[src/rtl/ift_mem_arb_pkg.sv]
// rtl/ift_mem_arb_pkg.sv - shared types and constants for the taint-tracking memory arbiter
package ift_mem_arb_pkg;

    localparam int unsigned NumReq = 2;

    typedef logic [31:0] data_t;
    typedef logic [31:0] addr_t;
    typedef logic [31:0] strb_t;

    typedef enum logic {
        REQ_INSTR = 1'b0,
        REQ_DATA  = 1'b1
    } req_idx_e;

endpackage

[src/rtl/ift_mem_arb_picker.sv]
// rtl/ift_mem_arb_picker.sv - 2-way grant selection with priority register and its taint shadow
module ift_mem_arb_picker
    import ift_mem_arb_pkg::*;
#(
    parameter bit RoundRobin = 1'b1
) (
    input  logic              clk_i,
    input  logic              rst_ni,
    input  logic [NumReq-1:0] req_i,
    input  logic [NumReq-1:0] req_t0_i,
    output logic [NumReq-1:0] gnt_o,
    output logic [NumReq-1:0] gnt_t0_o,
    output logic              sel_o,
    output logic              sel_t0_o
);

    logic prio_q, prio_d;
    logic prio_t0_q, prio_t0_d;
    logic contended;

    // Pick the winner; on contention the loser gets priority next time.
    always_comb begin
        contended = req_i[REQ_INSTR] & req_i[REQ_DATA];
        if (contended) begin
            sel_o = RoundRobin ? prio_q : REQ_INSTR;
        end else begin
            sel_o = req_i[REQ_DATA];
        end
        gnt_o[REQ_INSTR] = req_i[REQ_INSTR] & (sel_o == REQ_INSTR);
        gnt_o[REQ_DATA]  = req_i[REQ_DATA] & (sel_o == REQ_DATA);

        // The selector depends on both request lines, and on the priority bit when contended.
        sel_t0_o = req_t0_i[REQ_INSTR] | req_t0_i[REQ_DATA]
                 | (contended & RoundRobin & prio_t0_q);
        gnt_t0_o = contended ? {NumReq{sel_t0_o}} : req_t0_i;

        prio_d    = contended ? ~sel_o : prio_q;
        prio_t0_d = contended ? sel_t0_o : prio_t0_q;
    end

    // Priority register and its taint shadow.
    always_ff @(posedge clk_i or negedge rst_ni) begin
        if (!rst_ni) begin
            prio_q    <= 1'b0;
            prio_t0_q <= 1'b0;
        end else begin
            prio_q    <= prio_d;
            prio_t0_q <= prio_t0_d;
        end
    end

endmodule

[src/rtl/ift_mem_arbiter.sv]
// rtl/ift_mem_arbiter.sv - instr/data arbiter onto one SRAM port with bit-precise taint shadows
module ift_mem_arbiter
    import ift_mem_arb_pkg::*;
#(
    parameter int unsigned NumTaints  = 1,
    parameter bit          RoundRobin = 1'b1
) (
    input  logic                    clk_i,
    input  logic                    rst_ni,
    input  logic [NumReq-1:0]       req_i,
    input  logic [NumReq-1:0]       req_i_t0,
    input  logic [NumReq-1:0]       we_i,
    input  logic [NumReq-1:0]       we_i_t0,
    input  logic [NumReq-1:0][31:0] addr_i,
    input  logic [NumReq-1:0][31:0] addr_i_t0,
    input  logic [NumReq-1:0][31:0] wdata_i,
    input  logic [NumReq-1:0][31:0] wdata_i_t0,
    input  logic [NumReq-1:0][31:0] strb_i,
    input  logic [NumReq-1:0][31:0] strb_i_t0,
    output logic [NumReq-1:0]       gnt_o,
    output logic [NumReq-1:0]       gnt_o_t0,
    output logic [NumReq-1:0]       rvalid_o,
    output logic [NumReq-1:0]       rvalid_o_t0,
    output logic [NumReq-1:0][31:0] rdata_o,
    output logic [NumReq-1:0][31:0] rdata_o_t0,
    output logic                    mem_req_o,
    output logic                    mem_req_o_t0,
    output logic                    mem_we_o,
    output logic                    mem_we_o_t0,
    output logic [31:0]             mem_addr_o,
    output logic [31:0]             mem_addr_o_t0,
    output logic [31:0]             mem_wdata_o,
    output logic [31:0]             mem_wdata_o_t0,
    output logic [31:0]             mem_strb_o,
    output logic [31:0]             mem_strb_o_t0,
    input  logic [31:0]             mem_rdata_i,
    input  logic [31:0]             mem_rdata_i_t0
);

    // A zero taint width switches shadow tracking off entirely.
    localparam bit TaintOn = (NumTaints != 0);

    logic [NumReq-1:0] req_t0, we_t0;
    logic [NumReq-1:0][31:0] addr_t0, wdata_t0, strb_t0;
    data_t rdata_t0;
    logic sel, sel_t0, pay_live;

    logic rsp_valid_q, rsp_valid_d;
    logic rsp_owner_q, rsp_owner_d;
    logic rsp_we_q, rsp_we_d;
    logic rsp_valid_t0_q, rsp_valid_t0_d;
    logic rsp_owner_t0_q, rsp_owner_t0_d;

    // Input taints, gated by the tracking enable.
    always_comb begin
        req_t0   = TaintOn ? req_i_t0 : '0;
        we_t0    = TaintOn ? we_i_t0 : '0;
        addr_t0  = TaintOn ? addr_i_t0 : '0;
        wdata_t0 = TaintOn ? wdata_i_t0 : '0;
        strb_t0  = TaintOn ? strb_i_t0 : '0;
        rdata_t0 = TaintOn ? mem_rdata_i_t0 : '0;
    end

    ift_mem_arb_picker #(
        .RoundRobin(RoundRobin)
    ) u_picker (
        .clk_i   (clk_i),
        .rst_ni  (rst_ni),
        .req_i   (req_i),
        .req_t0_i(req_t0),
        .gnt_o   (gnt_o),
        .gnt_t0_o(gnt_o_t0),
        .sel_o   (sel),
        .sel_t0_o(sel_t0)
    );

    // Route the winner's payload to memory; idle cycles drive zeros.
    always_comb begin
        mem_req_o    = |gnt_o;
        // OR of the two requests is tainted only if no untainted asserted request pins it high.
        mem_req_o_t0 = (req_t0[0] & req_t0[1]) | (req_t0[0] & ~req_i[1]) | (req_t0[1] & ~req_i[0]);
        pay_live     = mem_req_o | mem_req_o_t0;

        mem_we_o    = mem_req_o ? we_i[sel] : 1'b0;
        mem_addr_o  = mem_req_o ? (addr_i[sel] >> 2) : '0;
        mem_wdata_o = mem_req_o ? wdata_i[sel] : '0;
        mem_strb_o  = mem_req_o ? strb_i[sel] : '0;

        mem_we_o_t0    = pay_live ? (we_t0[sel] | sel_t0) : 1'b0;
        mem_addr_o_t0  = pay_live ? ((addr_t0[sel] >> 2) | {32{sel_t0}}) : '0;
        mem_wdata_o_t0 = pay_live ? (wdata_t0[sel] | {32{sel_t0}}) : '0;
        mem_strb_o_t0  = pay_live ? (strb_t0[sel] | {32{sel_t0}}) : '0;
    end

    // Remember who owns the access now in flight.
    always_comb begin
        rsp_valid_d    = mem_req_o;
        rsp_owner_d    = sel;
        rsp_we_d       = mem_we_o;
        rsp_valid_t0_d = mem_req_o_t0;
        rsp_owner_t0_d = sel_t0;
    end

    // Response tracker registers; reset drops any in-flight response.
    always_ff @(posedge clk_i or negedge rst_ni) begin
        if (!rst_ni) begin
            rsp_valid_q    <= 1'b0;
            rsp_owner_q    <= 1'b0;
            rsp_we_q       <= 1'b0;
            rsp_valid_t0_q <= 1'b0;
            rsp_owner_t0_q <= 1'b0;
        end else begin
            rsp_valid_q    <= rsp_valid_d;
            rsp_owner_q    <= rsp_owner_d;
            rsp_we_q       <= rsp_we_d;
            rsp_valid_t0_q <= rsp_valid_t0_d;
            rsp_owner_t0_q <= rsp_owner_t0_d;
        end
    end

    // Steer the SRAM response to its owner; writes return valid with zero data.
    always_comb begin
        rvalid_o    = '0;
        rvalid_o_t0 = '0;
        rdata_o     = '0;
        rdata_o_t0  = '0;
        for (int i = 0; i < NumReq; i++) begin
            rvalid_o[i]    = rsp_valid_q & (rsp_owner_q == 1'(i));
            rvalid_o_t0[i] = rsp_valid_t0_q | rsp_owner_t0_q;
            rdata_o[i]     = (rsp_valid_q & (rsp_owner_q == 1'(i)) & ~rsp_we_q) ? mem_rdata_i : '0;
            rdata_o_t0[i]  = ((rsp_valid_q & (rsp_owner_q == 1'(i)) & ~rsp_we_q) ? rdata_t0 : '0)
                           | {32{rsp_owner_t0_q & rsp_valid_q}};
        end
    end

endmodule

[config.mk]
export PLATFORM = sky130hd
export DESIGN_NAME = ift_mem_arbiter
export DESIGN_NICKNAME = d
export VERILOG_FILES = /design/src/rtl/ift_mem_arb_pkg.sv /design/src/rtl/ift_mem_arb_picker.sv /design/src/rtl/ift_mem_arbiter.sv
export SDC_FILE = /design/constraint.sdc
export NUM_CORES = 1
export LEC_CHECK = 0
export ABC_CLOCK_PERIOD_IN_PS = 5350
export CORE_AREA = 2 2 304 306
export CTS_BUF_LIST = sky130_fd_sc_hd__clkbuf_4
export DETAILED_ROUTE_END_ITERATION = 7
export DIE_AREA = 0 0 306 308
export PLACE_DENSITY = 0.34
export RECOVER_POWER = 100
export SYNTH_ARGS = -nofsm -noshare
export SYNTH_HDL_FRONTEND = slang
export SYNTH_SLANG_ARGS = --single-unit
[constraint.sdc]
create_clock -name clk_i -period 5.35 [get_ports clk_i]
set_input_delay 1.605 -clock clk_i [delete_from_list [all_inputs] [get_ports clk_i]]
set_output_delay 1.605 -clock clk_i [all_outputs]
set_load 0.01 [all_outputs]
==> impl_metrics.toml, run 1 <==
[synthesis]
yosysTopAreaCell = "o211ai_1"
yosys_warnings = 0
netlist.area_leader.share_pct = 26.59
synth-edff-count = 0
ys_seq_elements = 7
ys.flop_type = "dfrtp_1"
netlist_instances = 896
synthArstFlopShare_pct = 100.0
yosysSeqAreaShare_pct = 3.266
synth.area.top_cells = "o211ai_1, o21ai_0, a31oi_1"
avgSynthCellArea_um2 = 5.986
synth.distinct_cells = 26
netlist_area_um2 = 5364

[timing]
finalSetupViolCount = 0
rsz0062_at_grt = "false"
finalHoldViolCount = 0
fmax_mhz = 189.0
min_period_ns = 5.290
worst_hold_slack_ns = 0.5579
slew_violations = 0
relSlewSlack_pct = 15.41
worstMarginPinSlew_ns = 1.269
fin_crit_sh_pct = 98.89
clock_skew_ns = 0.02267

[grt]
grt.overflow.total = 0
grt_max_degree = 96
first_global_vias = 10680
grt_pass1_wl_um = 79930
grt.total_usage_pct = 11.48
grt_antenna_before_repair = 17

[die]
initial_core_util_pct = 5.896
rows = 111
coreArea_um2 = 90970
die_y_um = 308
die_area_um2 = 94250
io_pins = 790
die_width_um = 306

[clock_tree]
cts_buffer_depth = 2
htreeDepth = 1
clk_latency_ns = 0.32
cts_inserted_buffers = 3
postCtsSetupRepairBufs = 0
clock-root-buffer = "clkbuf_4"
cts_tree = "done"
cts_num_sinks = 7
path_clk_slew_ns = 0.09

[outcome]
status = "finished, final reports clean"

[place]
port_buffers = 779
placedCellCount = 2790
dp_hpwl_um = 47480
gp_congestion = 0.8163

[setup_path]
crit_path_start_kind = "primary input"
path_delay_family = "buffers and inverters"
r2r_setup_slack_ns = 3.29
worstPathCellList = "clkdlybuf4s50_1 > nor2_1 > o21a_4 > buf_12 > a31oi_1 > clkbuf_1 > clkdlybuf4s50_1"
crit_arrival_ns = 3.69
cp-end-kind = "primary output"
rr_startpoint = "u_picker.prio_q"
worstSetupStartpoint = "req_i_t0[1]"
worstSetupPathType = "in2out"
crit_path_max_incr_delay_ns = 0.58
required_ns = 3.74
cpMostUsedCell = "clkdlybuf4s50_1"
critPathMaxFanout = 31
crit_buf_inv = 4
critPathSlowestCell = "clkdlybuf4s50_1"

[final_layout]
drive_above_1_share_pct = 6.343
utilization_pct = 16.42
syn2layout_area_growth_pct = 178.5
finalNetCount = 2067
stdcell_count = 2798

[min_path]
min_path_type = "reg2reg"
min-delay-start = "u_picker.prio_t0_q"

[pwr]
vdd_ir_drop_max_v = 0.0001724
leakagePower_nw = 4.958
pwr_density_cell_nw_per_um2 = 155.7

[routing]
wl_um = 58080
drtPass1Iterations = 5
drt_iter0_markers = 638
drc = 0
vias = 10460
via_per_inst = 3.738
antenna_left = 0
wire_per_inst_um = 20.76

[run]
maxCapViolCount = 0
[worst reg2reg max path: cells and delay by family (launching register included)]
family / cells / cell delay, ns
flip-flops: 1 / 0.71
buffers and inverters: 3 / 0.52
AO/OA/AOI/OAI: 2 / 0.31
AND/OR/NAND/NOR: 1 / 0.46
[stage by stage]
stage | area [µm²] | setup slack (ns) | TNS [ns] | total power [mW]
6_report | 14940 | 0.05960 | 0 | 2.327
5_1_grt | 14940 | 0.01204 | 0 | 2.526
4_1_cts | 15000 | 0.01797 | 0 | 2.486
3_5_place_dp | 14970 | -0.1515 | -7.398 | 2.391
3_3_place_gp | 14970 | -0.1610 | -7.060 | 2.403
2_1_floorplan | 5368 | 1.153 | 0 | 0.9754
[placed cells by master (no fill, tap or decap), drive strengths merged, types with 2 or more instances in the layout]
cell type / count
a21oi: 97
buf: 81
a21o: 64
dfrtp: 7
inv: 7
clkbuf: 21
a31oi: 95
clkdlybuf4s50: 531
nor2: 7
o211ai: 190
and2: 66
o21ai: 192
conb: 2
dlygate4sd3: 236
diode: 4
[repair_timing]
item	in CTS	in global routing
setup endpoints to repair	151	11
gates resized for setup	1	2
hold buffers	0	0
endpoints found under the hold margin	0	0
[cell usage after synthesis, drive strengths merged, types with 7 or more instances]
master / instances
o21ai: 192
o211ai: 190
clkbuf: 123
a21oi: 97
a31oi: 95
and2: 66
a21o: 64
buf: 37
dfrtp: 7
inv: 7
nor2: 7
[registers in the layout, summed over array words and instances (netlist names)]
signal,flops
rsp_owner_q,1
rsp_owner_t0_q,1
rsp_valid_q,1
rsp_valid_t0_q,1
rsp_we_q,1
u_picker.prio_q,1
u_picker.prio_t0_q,1
[cell type report]
type	count	area, µm²
Antenna cell	4	10.01
Clock buffer	4	30.03
Fill cell	10270	76030
Inverter	7	38.79
Multi-Input combinational cell	723	4504
Sequential cell	7	178.9
Tap cell	1186	1484
Timing Repair Buffer	867	8695
[path summary, 6_finish.rpt]
check                                endpoint  depth (start not counted)
max                         mem_strb_o_t0[21]                          7
min                        u_picker.prio_t0_q                          2
max reg2reg                          rsp_we_q                          6
min reg2reg                u_picker.prio_t0_q                          2
max in group asynchronous     u_picker.prio_q                          1
min in group asynchronous            rsp_we_q                          1
[per-layer routing]
layer  track usage (%)  part of all wire [%]
met5                 0                  0.10
met1             13.20                    39
met4             2.096                   2.0
met3             3.951                   8.9
met2             20.60                    50
[power breakdown]
part           leakage [nW]  total [mW]  switching [mW]  internal, mW
Clock                0.0184      0.0713          0.0371        0.0342
Sequential           0.0763       0.128          0.0659        0.0624
Combinational          4.86        2.13            1.09          1.04
[logic make-up after synthesis]
| kind of cell | count (synthesis) | synth area share (%) |
|---|---|---|
| flip-flops | 7 | 3.266 |
| AND/OR/NAND/NOR | 80 | 9.214 |
| other | 1 | 0.06991 |
| XOR/XNOR | 1 | 0.1633 |
| AO/OA/AOI/OAI | 640 | 73.87 |
| buffers and inverters | 167 | 13.41 |
(Power assumes the default switching activity.)
==> run 2: changes to the inputs <==
SETUP_SLACK_MARGIN = 0.1   (was unset)
==> impl_metrics.toml, run 2 (synthesis gave the netlist of run 1 again) <==
[setup_path]
worstPathCellList = "clkdlybuf4s50_1 > nor3_4 > buf_12 > buf_4 > a31oi_1 > dlygate4sd3_1"
r2r_cells = 6
crit_arrival_ns = 3.62
cp-end-kind = "primary output"
rr_startpoint = "u_picker.prio_q"
critPathSlowestCell = "dlygate4sd3_1"
required_ns = 3.74
rr_endpoint = "rsp_we_q"
crit_path_max_incr_delay_ns = 0.67
r2r_setup_slack_ns = 3.29
crit_path_start_kind = "primary input"
critPathMaxFanout = 27
worstSetupPathType = "in2out"

[routing]
drt_iter0_markers = 615
antenna_left = 0
wl_met1_um = 23100
drtPass1Iterations = 5
wl_met2_um = 28900
vias = 10480
route.met3.wl_um = 5147
top_layer = "met5"
wl_um = 58340
via_per_inst = 3.740
drc = 0
wire_per_inst_um = 20.83

[pwr]
power_mw = 2.331
p_switching_mw = 1.196
pwr_density_cell_nw_per_um2 = 155.2
vdd_ir_drop_max_v = 0.0001690
clockPowerShare_pct = 3.1
intPower_mw = 1.135
seqPwrFrac_pct = 5.5
swShare_pct = 51.30
leakagePower_nw = 4.966
pwr-share-comb_pct = 91.4

[timing]
slew_violations = 0
worstMarginPinSlew_ns = 1.273
min_period_ns = 5.222
relSlewSlack_pct = 15.13
finalSetupViolCount = 0
clock_skew_ns = 0.02561
fin_tns_setup_ns = 0
finalHoldViolCount = 0
fin_crit_sh_pct = 97.62
rsz0062_at_grt = "true"
fmax_mhz = 191.5

[clock_tree]
cts_num_sinks = 7
clk_latency_ns = 0.32
cts_inserted_buffers = 3
cts_buffer_depth = 2
path_clk_slew_ns = 0.10
clock-root-buffer = "clkbuf_4"
htreeDepth = 1
cts_tree = "done"
cts_hold_buf = 0

[min_path]
min_path_cells = 2
min-delay-start = "u_picker.prio_t0_q"
min_path_type = "reg2reg"
holdPathEnd = "u_picker.prio_t0_q"

[run]
maxCapViolCount = 0

[place]
placedCellCount = 2790
port_buffers = 779
placed_area_um2 = 14970
gp_congestion = 0.8163
dp_hpwl_um = 47480

[final_layout]
stdcell_count = 2801
syn2layout_area_growth_pct = 179.9
finalNetCount = 2070
regArea_um2 = 178.9
fill_cells = 10270
multi_input_area_um2 = 4504
drive_above_1_share_pct = 6.704
utilization_pct = 16.51
mostFrequentLayoutCell = "clkdlybuf4s50_1"
post-route-cell-area_um2 = 15020
final_cell_mix = "clkdlybuf4s50_1, dlygate4sd3_1, o211ai_1"

[grt]
grt.overflow.total = 0
first_global_vias = 10690
grt_pass1_wl_um = 79960
grt_antenna_before_repair = 17
grt_max_degree = 96
grt.total_usage_pct = 11.49

[die]
initial_core_util_pct = 5.896
coreArea_um2 = 90970
rows = 111
die_area_um2 = 94250
io_pins = 790
die_y_um = 308
die_width_um = 306

[outcome]
status = "finished, final reports clean"
==> run 2: changes by cell type in the layout (fill, tap and decap cells not counted) <==
cell and change:
dlygate4sd3_1 +22, clkbuf_16 +1, buf_16 +1, buf_4 +8, clkbuf_1 -2, clkbuf_2 -4
clkdlybuf4s50_1 -23
==> run 2: power groups by stage <==
stage	clock (mW)	sequential [mW]	combinational [mW]
4_1_cts	0.0840	0.129	2.27
3_3_place_gp	0	0.131	2.27
2_1_floorplan	0	0.0656	0.910
5_1_grt	0.0875	0.135	2.31
6_report	0.0722	0.129	2.13
3_5_place_dp	0	0.132	2.26
==> run 2: layout make-up <==
class,instances,area share (%)
inverter,7,0.2583
tap,1186,9.882
antenna,4,0.06666
timing repair buffer,870,58.40
sequential,7,1.192
clock buffer,4,0.2000
multi-input combinational,723,30.00
==> run 2: worst max-delay path by stage <==
stage | start | end | slack (ns) | cells past startpoint
after floorplan | req_i[0] | mem_addr_o_t0[31] | 1.15 | 6
final | req_i_t0[1] | mem_addr_o_t0[2] | 0.13 | 6
after CTS | req_i_t0[1] | mem_wdata_o_t0[29] | 0.10 | 7
after global placement | req_i[0] | mem_wdata_o_t0[19] | -0.16 | 7
after detailed placement | req_i[0] | mem_addr_o[7] | -0.15 | 8
after global routing | req_i_t0[1] | mem_strb_o_t0[23] | 0.05 | 7
==> run 2: metal layers <==
layer | vias up | track usage [%]
met1 | 4948 | 13.20
met3 | 62 | 3.951
met5 | - | 0
li1 | 4903 | -
met4 | 10 | 2.096
met2 | 552 | 20.61
==> run 2: worst max-delay path, delay by kind of cell <==
family	cells	cell delay, ns
AO/OA/AOI/OAI	1	0.28
buffers and inverters	4	1.60
AND/OR/NAND/NOR	1	0.08
==> run 2: timing repair <==
action / 4_1_cts / 5_1_grt
setup endpoints to repair: 178 / 50
gates cloned: 0 / 1
setup buffers: 1 / 1
gates resized for setup: 3 / 6
pin swaps: 0 / 0
==> run 2: metrics by stage <==
stage                     hold WS, ns  setup slack, ns
after global placement         0.5587          -0.1610
after floorplan                0.4775            1.153
final                          0.5613           0.1276
after CTS                      0.5682           0.1020
after detailed placement       0.5397          -0.1515
after global routing           0.6300          0.04879
